--- src/rtl/uart_rx_deser_if.sv ---
// uart_rx_deser_if
// Byte hand-off channel between the UART receiver and the echo transmitter.
//   rx_data  : received byte, held stable while rx_valid is high
//   rx_valid : rx_data holds a byte that has not been consumed yet
//   rx_ready : consumer takes rx_data in any cycle with rx_valid && rx_ready
// The master modport is the receiver side; the slave modport is the consumer.
interface uart_rx_deser_if;
    logic [7:0] rx_data;
    logic       rx_valid;
    logic       rx_ready;

    modport master (output rx_data, output rx_valid, input rx_ready);
    modport slave  (input rx_data, input rx_valid, output rx_ready);
endinterface

--- src/rtl/uart_rx_deser.sv ---
// uart_rx_deser
// Oversampling 8N1 UART receiver for the echo path. RXD is synchronized into the
// clk domain, each bit cell is decided by a 2-of-3 vote around mid-cell, and
// finished bytes are handed over through the valid/ready channel.
// Ports:
//   clk       : system clock, rising edge
//   reset_n   : asynchronous active-low reset
//   RXD       : asynchronous serial input, idle high
//   rx        : byte channel (rx_data / rx_valid out, rx_ready in)
//   frame_err : 1-cycle pulse, stop bit voted low (byte dropped)
//   overrun   : 1-cycle pulse, good byte arrived while the previous one was unread
//   busy      : receiver is inside a frame (or waiting out a break)
module uart_rx_deser #(
    parameter int CLK_FREQ = 100_000_000,
    parameter int BAUD     = 9600
) (
    input  logic            clk,
    input  logic            reset_n,
    input  logic            RXD,
    uart_rx_deser_if.master rx,
    output logic            frame_err,
    output logic            overrun,
    output logic            busy
);
    localparam int CLKS_PER_BIT = CLK_FREQ / BAUD;
    localparam int MID          = CLKS_PER_BIT / 2;

    localparam logic [13:0] TICK_LAST = 14'(CLKS_PER_BIT - 1);
    localparam logic [13:0] TICK_A    = 14'(MID - 1);
    localparam logic [13:0] TICK_B    = 14'(MID);
    localparam logic [13:0] TICK_VOTE = 14'(MID + 1);

    typedef enum logic [2:0] {
        ST_IDLE  = 3'd0,
        ST_START = 3'd1,
        ST_DATA  = 3'd2,
        ST_STOP  = 3'd3,
        ST_BREAK = 3'd4
    } state_t;

    // 2-of-3 majority of the three mid-cell samples
    function automatic logic maj3(input logic a, input logic b, input logic c);
        return (a & b) | (a & c) | (b & c);
    endfunction

    state_t      state_r;
    state_t      state_next_s;
    logic        sync1_r;
    logic        sync2_r;
    logic [1:0]  fill_r;
    logic        prev_r;
    logic [13:0] cnt_r;
    logic        samp_a_r;
    logic        samp_b_r;
    logic [2:0]  bit_idx_r;
    logic [7:0]  shift_r;
    logic [7:0]  rx_data_r;
    logic        rx_valid_r;
    logic        frame_err_r;
    logic        overrun_r;
    logic        busy_r;

    logic        rxs_s;
    logic        fall_s;
    logic        at_last_s;
    logic        at_vote_s;
    logic        maj_s;
    logic        shift_en_s;
    logic        load_s;
    logic        ovr_s;
    logic        ferr_s;

    assign rxs_s     = sync2_r;
    // prev_r only becomes 1 after a genuine high has come through the
    // synchronizer, so a line that is already low after reset is no start edge.
    assign fall_s    = prev_r & ~rxs_s;
    assign at_last_s = (cnt_r == TICK_LAST);
    assign at_vote_s = (cnt_r == TICK_VOTE);
    assign maj_s     = maj3(samp_a_r, samp_b_r, rxs_s);

    // Input synchronizer, fill tracker and start-edge history
    always_ff @(posedge clk or negedge reset_n) begin
        if (!reset_n) begin
            sync1_r <= 1'b1;
            sync2_r <= 1'b1;
            fill_r  <= 2'b00;
            prev_r  <= 1'b0;
        end else begin
            sync1_r <= RXD;
            sync2_r <= sync1_r;
            fill_r  <= {fill_r[0], 1'b1};
            prev_r  <= rxs_s & fill_r[1];
        end
    end

    // FSM state register
    always_ff @(posedge clk or negedge reset_n) begin
        if (!reset_n) begin
            state_r <= ST_IDLE;
        end else begin
            state_r <= state_next_s;
        end
    end

    // FSM next-state and strobes
    always_comb begin
        state_next_s = state_r;
        shift_en_s   = 1'b0;
        load_s       = 1'b0;
        ovr_s        = 1'b0;
        ferr_s       = 1'b0;
        case (state_r)
            ST_IDLE: begin
                if (fall_s) begin
                    state_next_s = ST_START;
                end else begin
                    state_next_s = ST_IDLE;
                end
            end
            ST_START: begin
                // Vote mid-cell to reject glitches, but stay for the whole start
                // cell so every data cell is entered on its own boundary.
                if (at_vote_s && maj_s) begin
                    state_next_s = ST_IDLE;
                end else if (at_last_s) begin
                    state_next_s = ST_DATA;
                end else begin
                    state_next_s = ST_START;
                end
            end
            ST_DATA: begin
                shift_en_s = at_vote_s;
                if (at_last_s && (bit_idx_r == 3'd7)) begin
                    state_next_s = ST_STOP;
                end else begin
                    state_next_s = ST_DATA;
                end
            end
            ST_STOP: begin
                if (at_vote_s) begin
                    if (maj_s) begin
                        state_next_s = ST_IDLE;
                        // A consumer taking the old byte this cycle frees the slot.
                        if (!rx_valid_r || rx.rx_ready) begin
                            load_s = 1'b1;
                        end else begin
                            ovr_s = 1'b1;
                        end
                    end else begin
                        state_next_s = ST_BREAK;
                        ferr_s       = 1'b1;
                    end
                end else begin
                    state_next_s = ST_STOP;
                end
            end
            ST_BREAK: begin
                if (rxs_s) begin
                    state_next_s = ST_IDLE;
                end else begin
                    state_next_s = ST_BREAK;
                end
            end
            default: begin
                state_next_s = ST_IDLE;
            end
        endcase
    end

    // Bit-cell tick counter, restarted on every state entry
    always_ff @(posedge clk or negedge reset_n) begin
        if (!reset_n) begin
            cnt_r <= 14'd0;
        end else if ((state_next_s != state_r) || (state_r == ST_IDLE)) begin
            cnt_r <= 14'd0;
        end else if (at_last_s) begin
            cnt_r <= 14'd0;
        end else begin
            cnt_r <= cnt_r + 14'd1;
        end
    end

    // Mid-cell samples, bit index and data shift register
    always_ff @(posedge clk or negedge reset_n) begin
        if (!reset_n) begin
            samp_a_r  <= 1'b1;
            samp_b_r  <= 1'b1;
            bit_idx_r <= 3'd0;
            shift_r   <= 8'h00;
        end else begin
            if (cnt_r == TICK_A) samp_a_r <= rxs_s;
            if (cnt_r == TICK_B) samp_b_r <= rxs_s;
            if (state_r == ST_START) begin
                bit_idx_r <= 3'd0;
            end else if ((state_r == ST_DATA) && at_last_s) begin
                bit_idx_r <= bit_idx_r + 3'd1;
            end
            if (shift_en_s) shift_r <= {maj_s, shift_r[7:1]};
        end
    end

    // Output byte register, handshake and status pulses
    always_ff @(posedge clk or negedge reset_n) begin
        if (!reset_n) begin
            rx_data_r   <= 8'h00;
            rx_valid_r  <= 1'b0;
            frame_err_r <= 1'b0;
            overrun_r   <= 1'b0;
            busy_r      <= 1'b0;
        end else begin
            if (load_s) begin
                rx_data_r  <= shift_r;
                rx_valid_r <= 1'b1;
            end else if (rx_valid_r && rx.rx_ready) begin
                rx_valid_r <= 1'b0;
            end
            frame_err_r <= ferr_s;
            overrun_r   <= ovr_s;
            busy_r      <= (state_next_s != ST_IDLE);
        end
    end

    assign rx.rx_data  = rx_data_r;
    assign rx.rx_valid = rx_valid_r;
    assign frame_err   = frame_err_r;
    assign overrun     = overrun_r;
    assign busy        = busy_r;
endmodule

--- src/flat_wrapper.sv ---
// flat-port wrapper written by rule: the top's interface ports become plain ports
module uart_rx_deser_flat 
#(
    parameter int CLK_FREQ = 100_000_000,
    parameter int BAUD     = 9600
)
  (clk, reset_n, RXD, frame_err, overrun, busy, rx_rx_data, rx_rx_valid, rx_rx_ready);
  uart_rx_deser_if rx_i ();
  input  logic clk;
  input  logic reset_n;
  input  logic RXD;
  output logic frame_err;
  output logic overrun;
  output logic busy;
  output wire logic [$bits(rx_i.rx_data)-1:0] rx_rx_data;
  output wire logic [$bits(rx_i.rx_valid)-1:0] rx_rx_valid;
  input wire logic [$bits(rx_i.rx_ready)-1:0] rx_rx_ready;
  assign rx_rx_data = rx_i.rx_data;
  assign rx_rx_valid = rx_i.rx_valid;
  assign rx_i.rx_ready = rx_rx_ready;
  uart_rx_deser #(.CLK_FREQ(CLK_FREQ), .BAUD(BAUD)) u_core (.clk(clk), .reset_n(reset_n), .RXD(RXD), .rx(rx_i), .frame_err(frame_err), .overrun(overrun), .busy(busy));
endmodule
--- config.mk ---
export PLATFORM = sky130hd
export DESIGN_NAME = uart_rx_deser_flat
export DESIGN_NICKNAME = d
export VERILOG_FILES = /design/src/rtl/uart_rx_deser_if.sv /design/src/rtl/uart_rx_deser.sv /design/src/flat_wrapper.sv
export SDC_FILE = /design/constraint.sdc
export NUM_CORES = 1
export LEC_CHECK = 0
export ABC_AREA = 1
export CORE_MARGIN = 2
export CORE_UTILIZATION = 60
export DETAILED_ROUTE_END_ITERATION = 10
export PLACE_DENSITY = 0.81
export SETUP_SLACK_MARGIN = 0.5
export SYNTH_ARGS = -nofsm -noshare
export SYNTH_HDL_FRONTEND = slang
export SYNTH_SLANG_ARGS = --single-unit
--- constraint.sdc ---
create_clock -name clk -period 5.2 [get_ports clk]
set_input_delay 1.56 -clock clk [delete_from_list [all_inputs] [get_ports clk]]
set_output_delay 1.56 -clock clk [all_outputs]
set_load 0.03 [all_outputs]
==> results.toml <==
[clock_network]
cts_hold_repair.buffers = 0
ctsResizeCount = 0
clock_latency_ns = 0.30
cts_made_buffers = 5
post_cts_clock_slew_at_the_launch_and_capture_registers_of_the_worst_setup_and_hold_paths_ns = 0.09
cts.htree.levels = 2
tritoncts_clock_tree = "built"
post-cts-setup-buffer-count = 0
clock-sinks = 47
max-clock-path-buffers = 2
ctsRootBufferMaster = "clkbuf_8"

[worst_setup_path]
r2r_setup_slack_ns = 3.27
data_required_time_of_the_critical_path_ns = 3.64
worst_path_max_delay_cell = "clkdlybuf4s50_1"
path_delay_family = "buffers and inverters"
setup.worst_path.start = "u_core.rx.rx_data[2]"
worstPathMaxFanout = 2
r2r_start = "u_core.cnt_r[0]"
cp.buffers_inverters = 1
crit_type = "reg2out"
max_stage_delay_ns = 0.67
sort_of_element_at_the_end_of_the_critical_path = "output pin"
cp_cell_sequence = "clkdlybuf4s50_1"
crit_arrival_ns = 1.34
startpoint_type = "flop"

[placed_design]
placed_cell_area_mm2 = 0.00258
port_buffers = 15
gp_congestion = 0.859
preCtsSetupSlack_ns = 2.21
post-dp-hpwl_um = 3140
total_instance_count_after_detailed_placement = 332

[power_and_ir_drop]
static-leakage-power_nw = 1.28
vdd_ir_drop_max_v = 0.000260
power-per-cell-area_mw_per_mm2 = 286
design_power_total_uw = 770

[timing]
final_period_minus_worst_setup_slack_ns = 2.90
max_clock_freq_mhz = 345
grt_setup_unrepaired = "no"
layout_setup_ws_ns = 2.30
worst_slew_pin_slew_ns = 1.00
finalHoldViolations = 0
setup-violations-final = 0
report.final.slew_viol_count = 0
tns_ns = 0
fin_skew_ns = 0.00781
slew_headroom_pct = 33.3
holdWs_ns = 0.353
min_period_over_period_pct = 55.7

[drt]
initialDrtViolationCount = 84
detailedRoute.firstPassIterationCount = 4
drt_drc_violations_left = 0
drt_wl_total_um = 4220
ant_nets = 0
routedWlPerCell_um = 12.4
drt-vias-per-instance = 5.19
via_count = 1764

[hold_path]
hold_path_class = "reg2reg"
worst_hold_startpoint = "u_core.fill_r[0]"

[floorplanning]
die_w_um = 67.3
start_util_pct = 64.1
die-area_mm2 = 0.00452
design.core.area_mm2 = 0.00374
num_rows = 22
chipHeight_um = 67.3
boundaryPins = 16

[global_route]
grt_pass1_vias = 1704
grt_overflow_total = 0
antenna_found_initial = 0
grt_start_max_net_pins = 48
globalRouteTotalUtil_pct = 22.2
grt_pass1_wl_um = 7490

[synthesis]
synth_seq_area_share_pct = 49.2
synthFlopType = "dfrtp_1"
ys_seq_elements = 47
synth-async-reset-ratio_pct = 100
postSynthCellCount = 272
synth_fp_nets = 281
synthesis_warning_total = 0
synth.lib_cells_used.distinct = 32
syn-mean-instance-area_um2 = 8.83
syn_std_cell_area_mm2 = 0.00240
synth_enable_flop_cells = 0

[cells_and_area]
drive_above_1_share_pct = 16.1
antenna_cells = 0
final_nets = 300
area_delta_synth_final_pct = 12.2
stdcell_area_mm2 = 0.00270
finalCoreUtilization_pct = 72.0
layoutNonFillerInstCount = 340

[run_status]
run_status = "completed"

[flow_run]
max-cap-violations = 0
[Yosys cell counts (3+ instances only)]
cell	instances	area share (%)
nor3_1	4	0.83
nor2_2	5	1.3
dfrtp_1	43	45
nand3_2	5	2.1
dfstp_2	4	4.4
nand3_1	13	2.7
a21oi_1	3	0.63
inv_1	40	6.3
nor2_4	11	5.2
o21ai_0	20	4.2
nor2_1	23	3.6
nand4_1	8	2.1
xor2_1	3	1.1
nand2_1	61	9.5
ha_1	5	2.6
[sequential cells by signal, indices dropped and copies added, names as in the netlist]
signal and flops:
u_core.cnt_r 14, u_core.rx.rx_data 8, u_core.shift_r 8, u_core.bit_idx_r 3
u_core.state_r 3, u_core.fill_r 2, u_core.busy 1, u_core.frame_err 1
u_core.overrun 1, u_core.prev_r 1, u_core.rx.rx_valid 1, u_core.rxs_s 1
u_core.samp_a_r 1, u_core.samp_b_r 1, u_core.sync1_r 1
[cells in the final DEF, fill, tap and decap left out]
cell,n
nand2_1,61
dfrtp_1,43
inv_1,40
nor2_1,23
o21ai_0,20
clkdlybuf4s50_1,14
nand3_1,13
nor2_4,11
nand4_1,8
nand3_2,5
nor2_2,5
ha_1,5
clkbuf_8,5
nor3_1,4
dfstp_2,4
a21oi_1,3
xor2_1,3
nor3_2,2
inv_2,2
nand2_2,2
nand3_4,2
o21ai_1,2
mux2_2,2
nand2_4,1
a21oi_2,1
a21boi_0,1
o21bai_1,1
o31ai_1,1
xnor2_1,1
nand3b_1,1
nand4_2,1
inv_6,1
clkinv_4,1
bufinv_16,1
buf_2,1
conb_1,1
[final cells by class]
type,instances,area [µm²]
sequential,47,1180
fill,312,1050
multi-input combinational,180,1030
inverter,42,158
timing repair buffer,15,145
clock buffer,5,68.8
tap,48,60.1
clock inverter,3,47.5
[layer usage]
layer / part of all wire, % / wire length [µm] / global-route usage, %
met2: 48 / 2020 / 35.8
met3: 2.9 / 124 / 5.50
met4: 0.59 / 25 / 6.38
met5: 0 / 0 / 0
met1: 48 / 2050 / 29.9
[where the power goes]
group          internal (mW)  switching [mW]  leakage (nW)
sequential             0.380          0.0152         0.626
clock                  0.146           0.123        0.0587
combinational         0.0324          0.0734         0.594
[logic make-up (layout without fill, tap and decap cells)]
family                     Yosys count  count (layout)  share of synthesized area, %
and+or+nand+nor                    139             139                          31.4
other                                1               1                         0.156
AOI/OAI and AO/OA                   29              29                          6.51
xor gates and xnor gates             4               4                          1.46
DFF                                 47              47                          49.2
buffers and inverters               45              65                          7.71
adders and majority gates            5               5                          2.61
muxes                                2               2                         0.938
[final timing paths]
check | to | cells after the start
worst max-delay path | rx_rx_data[2] | 1
max in group asynchronous | u_core.cnt_r[7] | 1
worst max register to register | u_core.cnt_r[13] | 9
worst min-delay path | u_core.fill_r[1] | 0
min in group asynchronous | u_core.cnt_r[11] | 1
worst min register to register | u_core.fill_r[1] | 0
Power figures use the tool's default switching activity.
